File: src/rtl/phold_scheduler_pkg.sv
// Shared types and widths for the PHOLD event scheduler.
package phold_scheduler_pkg;

  localparam int unsigned CNT_W  = 32;
  localparam int unsigned TIME_W = 16;

  typedef enum logic [1:0] {
    C_IDLE = 2'd0,
    C_HOLD = 2'd1,
    C_ACK  = 2'd2
  } col_state_t;

endpackage

File: src/rtl/phold_scheduler_rr_arbiter.sv
// Round-robin arbiter: grants the first requester at or after ptr, wrapping modulo N.
module rr_arbiter #(
  parameter int unsigned N = 4,
  parameter int unsigned W = 2
) (
  input  logic [N-1:0] req,
  input  logic [W-1:0] ptr,
  output logic [N-1:0] gnt,
  output logic [W-1:0] idx,
  output logic         any
);

  int unsigned j;

  always_comb begin
    gnt = '0;
    idx = '0;
    any = 1'b0;
    j   = 0;
    for (int unsigned i = 0; i < N; i++) begin
      j = 32'(ptr) + i;
      if (j >= N) j = j - N;
      if (!any && req[j]) begin
        any    = 1'b1;
        gnt[j] = 1'b1;
        idx    = W'(j);
      end
    end
  end

endmodule

File: src/rtl/phold_scheduler.sv
// Dispatches queued events to idle PHOLD cores and merges their generated events back to the queue.
module phold_scheduler
  import phold_scheduler_pkg::*;
#(
  parameter int unsigned NCORE = 4,
  parameter int unsigned NIDB  = 3,
  parameter int unsigned NCB   = 2
) (
  input  logic                    clk,
  input  logic                    rst,
  input  logic                    ev_valid,
  input  logic [NIDB-1:0]         ev_id,
  input  logic [TIME_W-1:0]       ev_time,
  output logic                    ev_pop,
  input  logic [NCORE-1:0]        core_ready,
  output logic [NCORE-1:0]        core_event_valid,
  output logic [NIDB-1:0]         core_event_id,
  output logic [TIME_W-1:0]       core_event_time,
  input  logic [NCORE-1:0]        core_new_ready,
  input  logic [TIME_W*NCORE-1:0] core_new_time,
  input  logic [NIDB*NCORE-1:0]   core_new_target,
  output logic [NCORE-1:0]        core_ack,
  output logic                    out_valid,
  output logic [TIME_W-1:0]       out_time,
  output logic [NIDB-1:0]         out_target,
  input  logic                    out_ready,
  output logic [CNT_W-1:0]        dispatched_cnt,
  output logic [CNT_W-1:0]        collected_cnt
);

  // ---------------- dispatch side ----------------
  logic [NCORE-1:0] pend_mask;
  logic [NCORE-1:0] avail;
  logic [NCORE-1:0] d_gnt;
  logic [NCB-1:0]   d_idx;
  logic [NCB-1:0]   disp_ptr;
  logic             d_any;
  logic             disp_go;

  // A just-launched core still reports ready for one cycle; mask it out.
  assign avail   = core_ready & ~pend_mask;
  assign disp_go = ev_valid & d_any;
  assign ev_pop  = disp_go & ~rst;

  rr_arbiter #(.N(NCORE), .W(NCB)) u_disp_arb (
    .req (avail),
    .ptr (disp_ptr),
    .gnt (d_gnt),
    .idx (d_idx),
    .any (d_any)
  );

  always_ff @(posedge clk or posedge rst) begin
    if (rst) begin
      core_event_valid <= '0;
      core_event_id    <= '0;
      core_event_time  <= '0;
      pend_mask        <= '0;
      disp_ptr         <= '0;
      dispatched_cnt   <= '0;
    end else if (disp_go) begin
      core_event_valid <= d_gnt;
      core_event_id    <= ev_id;
      core_event_time  <= ev_time;
      pend_mask        <= d_gnt;
      disp_ptr         <= (d_idx == NCB'(NCORE - 1)) ? '0 : d_idx + NCB'(1);
      dispatched_cnt   <= dispatched_cnt + CNT_W'(1);
    end else begin
      core_event_valid <= '0;
      pend_mask        <= '0;
    end
  end

  // ---------------- collect side ----------------
  logic [TIME_W-1:0] new_time   [NCORE];
  logic [NIDB-1:0]   new_target [NCORE];

  for (genvar k = 0; k < NCORE; k++) begin : g_unpack
    assign new_time[k]   = core_new_time[k*TIME_W +: TIME_W];
    assign new_target[k] = core_new_target[k*NIDB +: NIDB];
  end

  logic [NCORE-1:0]  c_gnt;
  logic [NCB-1:0]    c_idx;
  logic              c_any;
  logic [NCB-1:0]    col_ptr, col_ptr_d;
  logic [NCB-1:0]    col_idx, col_idx_d;
  col_state_t        state_q, state_d;
  logic              out_valid_d;
  logic [TIME_W-1:0] out_time_d;
  logic [NIDB-1:0]   out_target_d;
  logic [NCORE-1:0]  core_ack_d;
  logic [CNT_W-1:0]  col_cnt_d;

  rr_arbiter #(.N(NCORE), .W(NCB)) u_col_arb (
    .req (core_new_ready),
    .ptr (col_ptr),
    .gnt (c_gnt),
    .idx (c_idx),
    .any (c_any)
  );

  always_ff @(posedge clk or posedge rst) begin
    if (rst) begin
      state_q       <= C_IDLE;
      out_valid     <= 1'b0;
      out_time      <= '0;
      out_target    <= '0;
      core_ack      <= '0;
      col_ptr       <= '0;
      col_idx       <= '0;
      collected_cnt <= '0;
    end else begin
      state_q       <= state_d;
      out_valid     <= out_valid_d;
      out_time      <= out_time_d;
      out_target    <= out_target_d;
      core_ack      <= core_ack_d;
      col_ptr       <= col_ptr_d;
      col_idx       <= col_idx_d;
      collected_cnt <= col_cnt_d;
    end
  end

  // Collect FSM: capture one generated event, hold it until accepted, then ack its core.
  always_comb begin
    state_d      = state_q;
    out_valid_d  = out_valid;
    out_time_d   = out_time;
    out_target_d = out_target;
    core_ack_d   = '0;
    col_ptr_d    = col_ptr;
    col_idx_d    = col_idx;
    col_cnt_d    = collected_cnt;
    unique case (state_q)
      C_IDLE: begin
        if (c_any) begin
          out_valid_d  = 1'b1;
          out_time_d   = new_time[c_idx];
          out_target_d = new_target[c_idx];
          col_idx_d    = c_idx;
          state_d      = C_HOLD;
        end
      end
      C_HOLD: begin
        if (out_ready) begin
          out_valid_d = 1'b0;
          core_ack_d  = NCORE'(1) << col_idx;
          col_ptr_d   = (col_idx == NCB'(NCORE - 1)) ? '0 : col_idx + NCB'(1);
          col_cnt_d   = collected_cnt + CNT_W'(1);
          state_d     = C_ACK;
        end
      end
      C_ACK: begin
        state_d = C_IDLE;
      end
      default: begin
        state_d = C_IDLE;
      end
    endcase
  end

  logic unused_ok;
  assign unused_ok = ^c_gnt;

endmodule

File: config.mk
export PLATFORM = sky130hd
export DESIGN_NAME = phold_scheduler
export DESIGN_NICKNAME = d
export VERILOG_FILES = /design/src/rtl/phold_scheduler_pkg.sv /design/src/rtl/phold_scheduler_rr_arbiter.sv /design/src/rtl/phold_scheduler.sv
export SDC_FILE = /design/constraint.sdc
export NUM_CORES = 1
export LEC_CHECK = 0
export BUFFER_PORTS_ARGS = -buffer_cell sky130_fd_sc_hd__buf_4
export CAP_MARGIN = 40
export CORE_MARGIN = 4
export CORE_UTILIZATION = 50
export CTS_CLUSTER_DIAMETER = 60
export CTS_CLUSTER_SIZE = 12
export DETAILED_ROUTE_END_ITERATION = 12
export PLACE_DENSITY = 0.84
export RECOVER_POWER = 100
export SYNTH_ARGS = -nofsm -noshare
export SYNTH_HDL_FRONTEND = slang
export SYNTH_SLANG_ARGS = --single-unit
File: constraint.sdc
create_clock -name clk -period 5 [get_ports clk]
set_clock_uncertainty 0.2 [all_clocks]
set_input_delay 0.75 -clock clk [delete_from_list [all_inputs] [get_ports clk]]
set_output_delay 0.75 -clock clk [all_outputs]
set_load 0.02 [all_outputs]
==> metrics, run 1 <==
Mapped Cells=around 540; share of the synthesized area in the top cell type=0.486; cell taking the most area after synthesis=dfrtp_1; Synth-to-Final Area Change=31.6%; fraction of layout cells with a size suffix above 1=0.227; PortBufs=between 200 and 250; max-slew violation count=32; most common cell after layout, fill and taps aside=dfrtp_1; Worst EP arrival=approximately 3.5 ns; DIE WIDTH=119 um; area occupied by multi-input gates=around 2900 um2; EDFF count, synth=0; actual slew at the worst max-slew pin=around 1.6 ns; hold slack=about 0.27 ns; Setup violations, final=0; DP Worst Slack=1.82 ns; CP max-delay cell=clkbuf_1; drt initial violations=approximately 350; TritonCTS clock tree=built; total die area=roughly 14000 um2; register area share after synthesis=0.486; clk root buf=clkbuf_16; Synth Flop Type=dfrtp_1; fmax=slightly below 300 MHz; Worst-path clk slew=roughly 0.060 ns; Critical Path End Type=register; routed via count=5106; first-pass GRT wire length=26500 um; I/O pins=around 220; Worst Reg-to-Reg Cells=5; PnR worst setup slack=approximately 1.6 ns; WP buf/inv=2; synthesized area per cell=~11 um2; gpl congestion=~0.9; vias per cell=~5.5; Die H=around 120 um; Max H-tree Level=4; Max Fanout on Critical Path=25; post-synthesis register bit count=119; antenna violations before repair=0; hold_sp=dispatched_cnt[31]$_DFFE_PP0P_; Worst Hold End=dispatched_cnt[31]$_DFFE_PP0P_; Core Box Area=12000 um2; post-layout util=0.671; Fin. Hold Viols=0; Worst IR Drop VDD=0.232 mV; syn nets=between 600 and 700; Crit Path Class=input pin to register; largest net degree at the start of global routing=59; clock buffer depth=2; final worst path period need=3.44 ns; Slew headroom=-0.0909; Fin Setup TNS=0 ns; Synth area leaders=dfrtp_1, mux4_2, xnor2_1, nand2_1, mux2_4; fill cell total of the finished layout=a little under 1000; flop-to-flop setup slack=roughly 1.7 ns; hold_buf cts=0; ANT nets after route=0; Resize count post-CTS=0; Pre-antenna DRT Iters=4; WL final=about 17000 um; yosys warns=0; status=finished with violations; Critical Path Start Type=input pin; post-DP HPWL=between 10000 and 15000 um; RR Endpoint=pend_mask[3]$_DFF_PP0_; failing checks=capacitance limit, slew limit; vias in the first global route=5295; FFs w/ async S/R, synth=1.00; clk_lat worst skew=between 0.4 and 0.5 ns; Leakage=~0.0037 uW; WL per Instance=18.0 um; Top Family by Delay on Critical Path=compound AO/OA/AOI/OAI gates; fin crit share=0.687; final net count=882; worst endpoint required time=approximately 5.1 ns; Max Cap Viol=2; GR Overflow Total=0; Mapped Area=6130 um2; Design Power=approximately 4100 uW; Total GRT Usage=0.237; Residual DRC=0; row count=40; diodes inserted=0; most frequent cells in the layout=dfrtp_1, clkbuf_1, buf_4; synth unique cells=55; initial core utilization=0.510; hold path cells=1; RSZ-0062 raised after global routing=no; slowest cell delay on critical path=roughly 0.9 ns; worst path cell trace=clkbuf_4, nor2b_1, o41ai_4, clkbuf_1, a21oi_1, a221o_1; Reg-to-Reg Start=pend_mask[2]$_DFF_PP0_; sequential cell area=between 2000 and 3000 um2; clk sinks=~120; setup bufs post-CTS=0; CTS buffer count=17; worst min-delay path category=register to register; Pwr Density=around 510 nW/um2
## cells in the mapped netlist (2+ instances only)
cell	number
nor2_1	22
buf_2	10
a21o_1	2
and2_1	6
nand2_1	95
dfrtp_1	119
or3_1	3
mux2_2	3
mux2i_1	2
nand4b_1	2
a221oi_2	2
a211oi_1	3
nand2b_1	5
inv_2	3
o21ai_1	2
buf_4	2
and3_1	12
and4_1	5
o21ai_0	6
nor3_1	11
nor3b_1	2
nor4_1	4
ha_1	14
clkbuf_1	11
mux4_2	22
nand4_1	21
xor2_1	14
a2111oi_0	2
a21oi_1	10
inv_1	7
buf_6	2
nand3_1	27
a221o_1	4
xnor2_1	48
mux2_4	16
nor2b_1	4
nor4_4	2
## per-stage QoR
step,std cells,instance area [um2]
floorplan,543,6130
global placement,887,7870
detailed placement,889,7910
CTS,921,8580
global route,921,8070
finish,921,8070
## how the worst max path moves through the flow
stage | from | to | slack (ns) | depth (start not counted)
3_5_place_dp | core_ready[1] | pend_mask[3]$_DFF_PP0_ | 1.82 | 6
3_3_place_gp | core_ready[1] | dispatched_cnt[19]$_DFFE_PP0P_ | 1.79 | 6
4_1_cts | core_ready[1] | ev_pop | 1.77 | 5
2_1_floorplan | rst | col_idx[0]$_DFFE_PP0P_ | 0.89 | 1
5_1_grt | rst | out_time[15]$_DFFE_PP0P_ | 1.38 | 3
6_report | core_ready[1] | pend_mask[3]$_DFF_PP0_ | 1.56 | 6
## cell type report
cell class	count	share of cell area
Clock inverter	13	0.0268
Sequential cell	119	0.369
Timing Repair Buffer	224	0.156
Inverter	11	0.00527
Tap cell	147	0.0228
Multi-Input combinational cell	388	0.364
Clock buffer	19	0.0562
## registers in the layout, summed over array words and instances, names as in the netlist
name / count
collected_cnt: 32
dispatched_cnt: 32
core_event_time: 16
out_time: 16
core_ack: 4
pend_mask: 4
core_event_id: 3
out_target: 3
col_idx: 2
col_ptr: 2
disp_ptr: 2
state_q: 2
out_valid: 1
## where the power goes
part / switching (uW) / internal (uW)
registers: 211 / 1170
logic: 833 / 552
clock network: 447 / 917
## cell families (layout without fill, tap and decap cells)
| kind of cell | count (synthesis) | count (layout) | synth area share |
|---|---|---|---|
| AOI/OAI and AO/OA | 42 | 42 | 0.0539 |
| xor gates and xnor gates | 62 | 62 | 0.0886 |
| buffers and inverters | 36 | 267 | 0.0278 |
| DFF | 119 | 119 | 0.486 |
| adders and majority gates | 14 | 14 | 0.0286 |
| and+or+nand+nor | 227 | 227 | 0.186 |
| muxes | 43 | 43 | 0.129 |
## metal layers
metal  vias to the layer above  part of all wire  global-route usage
met2                       231              0.54               0.424
met3                        26             0.060              0.0545
li1                       2369                 -                   -
met4                         0             0.026               0.108
met1                      2480              0.38               0.268
met5                         -                 0                   0
No activity file was read; power rests on OpenSTA's default activity.
==> run 2, diff against run 1 <==
--- a/config.mk
+++ b/config.mk
@@ -5,14 +5,15 @@
 export SDC_FILE = /design/constraint.sdc
 export NUM_CORES = 1
 export LEC_CHECK = 0
+export ABC_AREA = 1
 export BUFFER_PORTS_ARGS = -buffer_cell sky130_fd_sc_hd__buf_4
 export CAP_MARGIN = 40
 export CORE_MARGIN = 4
-export CORE_UTILIZATION = 50
+export CORE_UTILIZATION = 52
 export CTS_CLUSTER_DIAMETER = 60
 export CTS_CLUSTER_SIZE = 12
 export DETAILED_ROUTE_END_ITERATION = 12
-export PLACE_DENSITY = 0.84
+export PLACE_DENSITY = 0.85
 export RECOVER_POWER = 100
 export SYNTH_ARGS = -nofsm -noshare
 export SYNTH_HDL_FRONTEND = slang
==> constraint.sdc (replaced) <==
create_clock -name clk -period 3.26 [get_ports clk]
set_clock_uncertainty 0.2 [all_clocks]
set_input_delay 0.489 -clock clk [delete_from_list [all_inputs] [get_ports clk]]
set_output_delay 0.489 -clock clk [all_outputs]
set_load 0.02 [all_outputs]
==> run 2 against run 1 <==
Compared with the run above: the flow now finishes without violations; final cell count grew 45%; synthesized area grew 13%; clock-buffer cell count shrank 1; power grew 89%.
==> metrics, run 2 <==
status=completed; CP max-delay cell=dfrtp_2; initial core utilization=0.540 (+0.0300); Setup violations, final=0 (unchanged); final worst path period need=3.11 ns; clk_lat worst skew=0.41 ns (about the same); ANT nets after route=0 (unchanged); max-slew violation count=0 (-100%); syn nets=1050 (+58%); hold path cells=3 (+2); Max H-tree Level=4 (unchanged); Residual DRC=0 (unchanged); PortBufs=218 (unchanged); Critical Path Start Type=register; fill cell total of the finished layout=1137 (+16%); hold slack=0.0727 ns (-0.198 ns); most common library cells after synthesis=nand2_1, dfrtp_1, inv_1; row count=41 (+2.5%); Design Power=7810 uW (+89%); CTS buffer count=17 (unchanged); antenna violations before repair=0 (unchanged); vias in the first global route=6703 (+27%); Fin Setup TNS=0 ns (unchanged); Synth-to-Final Area Change=27.2%; clk root buf=clkbuf_16; largest net degree at the start of global routing=97 (+64%); WL per Instance=14.8 um (-18%); Worst-path clk slew=0.05 ns (about the same); Top Family by Delay on Critical Path=buffers and inverters; worst path cell trace=clkinvlp_4, ha_1, inv_1, nand3_1, o21ai_2, nand4_1, nand2_4, nor2_1, buf_4; Pre-antenna DRT Iters=7 (+3); Critical Path End Type=output pin; share of the synthesized area in the top cell type=0.428 (-0.0578); most common cell after layout, fill and taps aside=nand2_1; most frequent cells in the layout=nand2_1, dfrtp_1, clkbuf_1; FFs w/ async S/R, synth=1.00 (unchanged); final net count=1271 (+44%); GR Overflow Total=0 (unchanged); post-DP HPWL=14600 um (+15%); Mapped Area=6950 um2 (+13%); Die H=124 um (+4.2%); Max Fanout on Critical Path=9 (-64%); Largest regs=collected_cnt: 32 flops, dispatched_cnt: 32 flops; Worst Reg-to-Reg Cells=9 (+4); WL final=19700 um (+19%); synthesized area per cell=7.49 um2 (-34%); clock buffer depth=2 (unchanged); first-pass GRT wire length=31300 um (+18%); Synth area leaders=dfrtp_1, nand2_1, nand3_1, inv_1, xor2_1; fmax=322 MHz; area occupied by multi-input gates=3410 um2 (+16%); clk sinks=119 (unchanged); cell taking the most area after synthesis=dfrtp_1; register area share after synthesis=0.428 (-0.0578); worst min-delay path category=input pin to register; DP Worst Slack=0.303 ns (-1.51 ns); slowest cell delay on critical path=0.47 ns (-0.43 ns); critical path depth in cells=9 (+3); PnR worst setup slack=0.151 ns (-1.41 ns); Worst EP arrival=2.42 ns (-1.10 ns); vias per cell=5.13 (-7.4%); top-count cell post-synth=nand2_1; I/O pins=219 (unchanged); Worst IR Drop VDD=0.800 mV (+250%); post-synthesis register bit count=119 (unchanged); yosys warns=0 (unchanged); fraction of layout cells with a size suffix above 1=0.146 (-0.0812); Fin. Hold Viols=0 (unchanged); actual slew at the worst max-slew pin=1.11 ns (-0.525 ns); Crit Path Class=register to output pin; Max Cap Viol=0 (-2); worst endpoint required time=2.57 ns (-2.52 ns); Pwr Density=883 nW/um2 (+72%); sequential cell area=2980 um2 (about the same); DIE WIDTH=124 um (+4.2%); Mapped Cells=929 (+71%); gpl congestion=0.980 (+6.5%); Total GRT Usage=0.260 (+0.0228); WP buf/inv=3 (+1); Leakage=0.00453 uW (+23%); TritonCTS clock tree=built; routed via count=6855 (+34%); fin crit share=0.954; synth unique cells=34 (-38%); Core Box Area=12900 um2 (+7.2%); total die area=15300 um2 (+8.5%); Synth Flop Type=dfrtp_1; EDFF count, synth=0 (unchanged); Slew headroom=0.255 (+0.346); drt initial violations=591 (+70%); diodes inserted=0 (unchanged)
## run 2: cell types whose count changed after synthesis, sizes merged, moves of 19 or more
cell	change
nand2	+248
mux4	-22
mux2	-19
xnor2	-24
inv	+91
nor2	+52
xor2	+24
nand3	+69
## run 2: worst paths after layout
| path | from | end | slack [ns] |
|---|---|---|---|
| setup / recovery | disp_ptr[1]$_DFFE_PP0P_ | ev_pop | 0.15 |
| hold / removal | ev_time[8] | core_event_time[8]$_DFFE_PP0P_ | 0.07 |
| setup reg to reg | state_q[1]$_DFFE_PP0P_ | collected_cnt[27]$_DFFE_PP0P_ | 0.30 |
| hold reg to reg | collected_cnt[31]$_DFFE_PP0P_ | collected_cnt[31]$_DFFE_PP0P_ | 0.28 |
| max in group asynchronous | rst | state_q[0]$_DFFE_PP0P_ | 1.22 |
| min in group asynchronous | rst | pend_mask[0]$_DFF_PP0_ | 0.66 |
## run 2: cell families (layout without fill, tap and decap cells)
group                      Yosys count  count (layout)  synth area share
AOI/OAI and AO/OA                   24              24            0.0187
buffers and inverters              123             357            0.0777
and+or+nand+nor                    587             587             0.372
DFF                                119             119             0.428
adders and majority gates           14              14            0.0252
xor gates and xnor gates            62              62            0.0781
## run 2: metrics by stage
| stage | instance area (um2) | instances | util |
|---|---|---|---|
| finish | 8850 | 1335 | 0.687 |
| global route | 8850 | 1335 | 0.687 |
| CTS | 9290 | 1334 | 0.721 |
| detailed placement | 8700 | 1301 | 0.676 |
| global placement | 8700 | 1301 | 0.676 |
| floorplan | 6960 | 929 | - |
## run 2: routing by layer
metal  global-route usage  wire length, um  up-vias  share of wire
met3               0.0745             1560       50          0.079
met2                0.440             9680      266           0.49
li1                     -                -     3368              -
met1                0.313             7960     3171           0.40
met4                0.101              518        0          0.026
met5                    0                0        -              0
## run 2: layout make-up
cell class,count,area share
clock buffer,18,0.0496
clock inverter,14,0.0144
inverter,101,0.0434
multi-input combinational,687,0.386
sequential,119,0.337
tap,172,0.0243
timing repair buffer,224,0.146
## run 2: worst register-to-register path, stage by stage (launching register included)
cell and delay (ns):
dfrtp_1 0.39, inv_1 0.07, nand2_1 0.11, nor2_1 0.77, nand4_1 0.27, nor2_1 0.33
nand4_1 0.26, nor3_2 0.23, nand2_1 0.10, xnor2_1 0.13
## run 2: power by group
group	total (uW)	leakage (uW)	switching (uW)	internal [uW]
clock	1770	0.000257	701	1070
sequential	2280	0.00151	387	1890
combinational	3760	0.00276	2620	1150
total	7810	0.00453	3710	4110
## run 2: repair_timing
item,4_1_cts,5_1_grt
endpoints found under the setup margin,1,1
buffers inserted,0,1
hold buffers,1,0
pin swaps,0,1
resized for setup,2,2
gates cloned,0,0
hold endpoints to repair,23,0
==> run 3, diff against run 2 <==
--- a/config.mk
+++ b/config.mk
@@ -9,11 +9,12 @@
 export BUFFER_PORTS_ARGS = -buffer_cell sky130_fd_sc_hd__buf_4
 export CAP_MARGIN = 40
 export CORE_MARGIN = 4
-export CORE_UTILIZATION = 52
+export CORE_UTILIZATION = 53
+export CTS_BUF_LIST = sky130_fd_sc_hd__clkbuf_4
 export CTS_CLUSTER_DIAMETER = 60
 export CTS_CLUSTER_SIZE = 12
 export DETAILED_ROUTE_END_ITERATION = 12
-export PLACE_DENSITY = 0.85
+export PLACE_DENSITY = 0.86
 export RECOVER_POWER = 100
 export SYNTH_ARGS = -nofsm -noshare
 export SYNTH_HDL_FRONTEND = slang
==> run 3 against run 2 <==
Compared with the run above: via count up 0.98%; largest cell class unchanged; critical path type unchanged; design area fell by 1.6%; critical endpoint unchanged; final cell count is 1.7% higher.
==> metrics, run 3 (synthesized netlist as in run 2, its figures left out) <==
fraction of layout cells with a size suffix above 1=0.139 (-0.00693); worst endpoint required time=2.57 ns (about the same); total die area=15000 um2 (-1.8%); Synth-to-Final Area Change=25.2%; final net count=1295 (+1.9%); worst min-delay path category=input pin to register; clk root buf=clkbuf_4; Critical Path Start Type=register; WL final=19800 um (+0.20%); Critical Path End Type=output pin; clk sinks=119 (unchanged); Fin. Hold Viols=0 (unchanged); Area after DPL=8730 um2 (+0.26%); Worst-path clk slew=0.11 ns (+0.06 ns); clock buffer depth=2 (unchanged); most common cell after layout, fill and taps aside=nand2_1; DP Worst Slack=0.337 ns (+0.0347 ns); max-slew violation count=0 (unchanged); routed via count=6922 (+0.98%); antenna violations before repair=1 (+1); RSZ-0062 raised after global routing=no; Slew headroom=0.0247 (-0.230); GR Overflow Total=0 (unchanged); Die H=123 um (-0.89%); PortBufs=218 (unchanged); dpl cells=1304 (+0.23%); fill cell total of the finished layout=1190 (+4.7%); CTS buffer count=17 (unchanged); vias in the first global route=6682 (-0.31%); Max Cap Viol=0 (unchanged); status=completed; clk_lat worst skew=0.49 ns (+0.08 ns); DIE WIDTH=123 um (-0.89%); Max Fanout on Critical Path=8 (-1); final worst path period need=3.03 ns (-0.0781 ns); PnR worst setup slack=0.229 ns (+0.0781 ns); drt initial violations=530 (-10%); post-DP HPWL=14700 um (+0.88%); Setup violations, final=0 (unchanged); largest net degree at the start of global routing=55 (-43%); actual slew at the worst max-slew pin=1.46 ns (+0.344 ns); vias per cell=5.10 (-0.73%); most frequent cells in the layout=nand2_1, dfrtp_1, clkbuf_1; Residual DRC=0 (unchanged); Post-Layout Cell Count=1358 (+1.7%); design area=8700 um2 (-1.6%); TritonCTS clock tree=built; Max H-tree Level=4 (unchanged); WL per Instance=14.5 um (-1.5%); Core Box Area=12700 um2 (-1.2%); I/O pins=219 (unchanged); Pwr Density=807 nW/um2 (-8.6%); Worst EP arrival=2.34 ns (-0.08 ns); Pre-antenna DRT Iters=5 (-2); Largest regs=collected_cnt: 32 flops, dispatched_cnt: 32 flops; Fin Setup TNS=0 ns (unchanged); ANT nets after route=0 (unchanged); Worst IR Drop VDD=0.924 mV (+15%); initial core utilization=0.547 (+0.00653); row count=41 (unchanged); fmax=330 MHz (+2.6%); Leakage=0.00449 uW (-0.90%); post-layout util=0.684 (-0.00309); gpl congestion=0.902 (-8.0%); first-pass GRT wire length=31900 um (+1.9%); fin crit share=0.930 (-0.0240); Total GRT Usage=0.266 (+0.00619); Crit Path Class=register to output pin
-- run 3: cell count changes in the layout (fill, tap and decap cells not counted), sizes merged --
cell	change
buf	-1
clkbuf	+5
clkinv	+4
clkinvlp	-4
diode	+1
dlygate4sd3	+20
inv	-2
-- run 3: cell type report --
| type | count | area [um2] | share of cell area |
|---|---|---|---|
| flip-flops and latches | 119 | 2980 | 0.342 |
| inverters | 101 | 384 | 0.0441 |
| repair buffers | 248 | 1480 | 0.170 |
| well taps | 172 | 215 | 0.0247 |
| multi-input cells | 687 | 3420 | 0.393 |
| clock buffers | 18 | 135 | 0.0155 |
| diodes | 1 | 2.50 | 0.000288 |
| clock inverters | 12 | 88.8 | 0.0102 |
-- run 3: final timing paths --
path / from / slack [ns] / cells past startpoint / end
setup / recovery: disp_ptr[1]$_DFFE_PP0P_ / 0.23 / 9 / ev_pop
hold / removal: core_new_time[21] / 0.1 / 5 / out_time[5]$_DFFE_PP0P_
setup reg to reg: col_ptr[0]$_DFFE_PP0P_ / 0.34 / 13 / out_time[11]$_DFFE_PP0P_
hold reg to reg: core_event_time[7]$_DFFE_PP0P_ / 0.29 / 2 / core_event_time[7]$_DFFE_PP0P_
max in group asynchronous: rst / 0.68 / 4 / disp_ptr[1]$_DFFE_PP0P_
min in group asynchronous: rst / 0.66 / 3 / pend_mask[1]$_DFF_PP0_
-- run 3: what timing repair did --
| action | CTS | global route |
|---|---|---|
| resized for setup | 1 | 2 |
| hold buffers | 21 | 0 |
| setup buffers | 0 | 2 |
| hold endpoints to repair | 51 | 0 |
| endpoints found under the setup margin | 1 | 1 |
-- run 3: report_power, final --
part / internal [uW] / total [uW] / switching (uW) / leakage, uW
Clock: 363 / 907 / 544 / 0.000122
Combinational: 1180 / 3880 / 2700 / 0.00286
Sequential: 1880 / 2240 / 353 / 0.00151
Total: 3430 / 7030 / 3600 / 0.00449
-- run 3: metal layers --
layer,global-route usage,up-vias,part of all wire
met3,0.0659,46,0.075
met4,0.0973,0,0.028
li1,-,3405,-
met5,0,-,0
met1,0.335,3202,0.41
met2,0.445,269,0.49
-- run 3: metrics by stage --
step                      hold slack [ns]  total power [uW]
final                              0.0996              7030
after detailed placement            0.266              6410
after floorplan                     0.307              5210
after CTS                          0.0452              7350
after global placement              0.264              6320
after global routing               0.0863              7690
-- run 3: critical path: stages, from the launching register on --
cell and delay [ns]:
dfrtp_2 0.43, clkinvlp_4 0.18, ha_1 0.35, inv_2 0.13, nand3_1 0.12, o21ai_2 0.13, nand4_1 0.18, nand2_2 0.14
nor2_1 0.05, buf_2 0.15
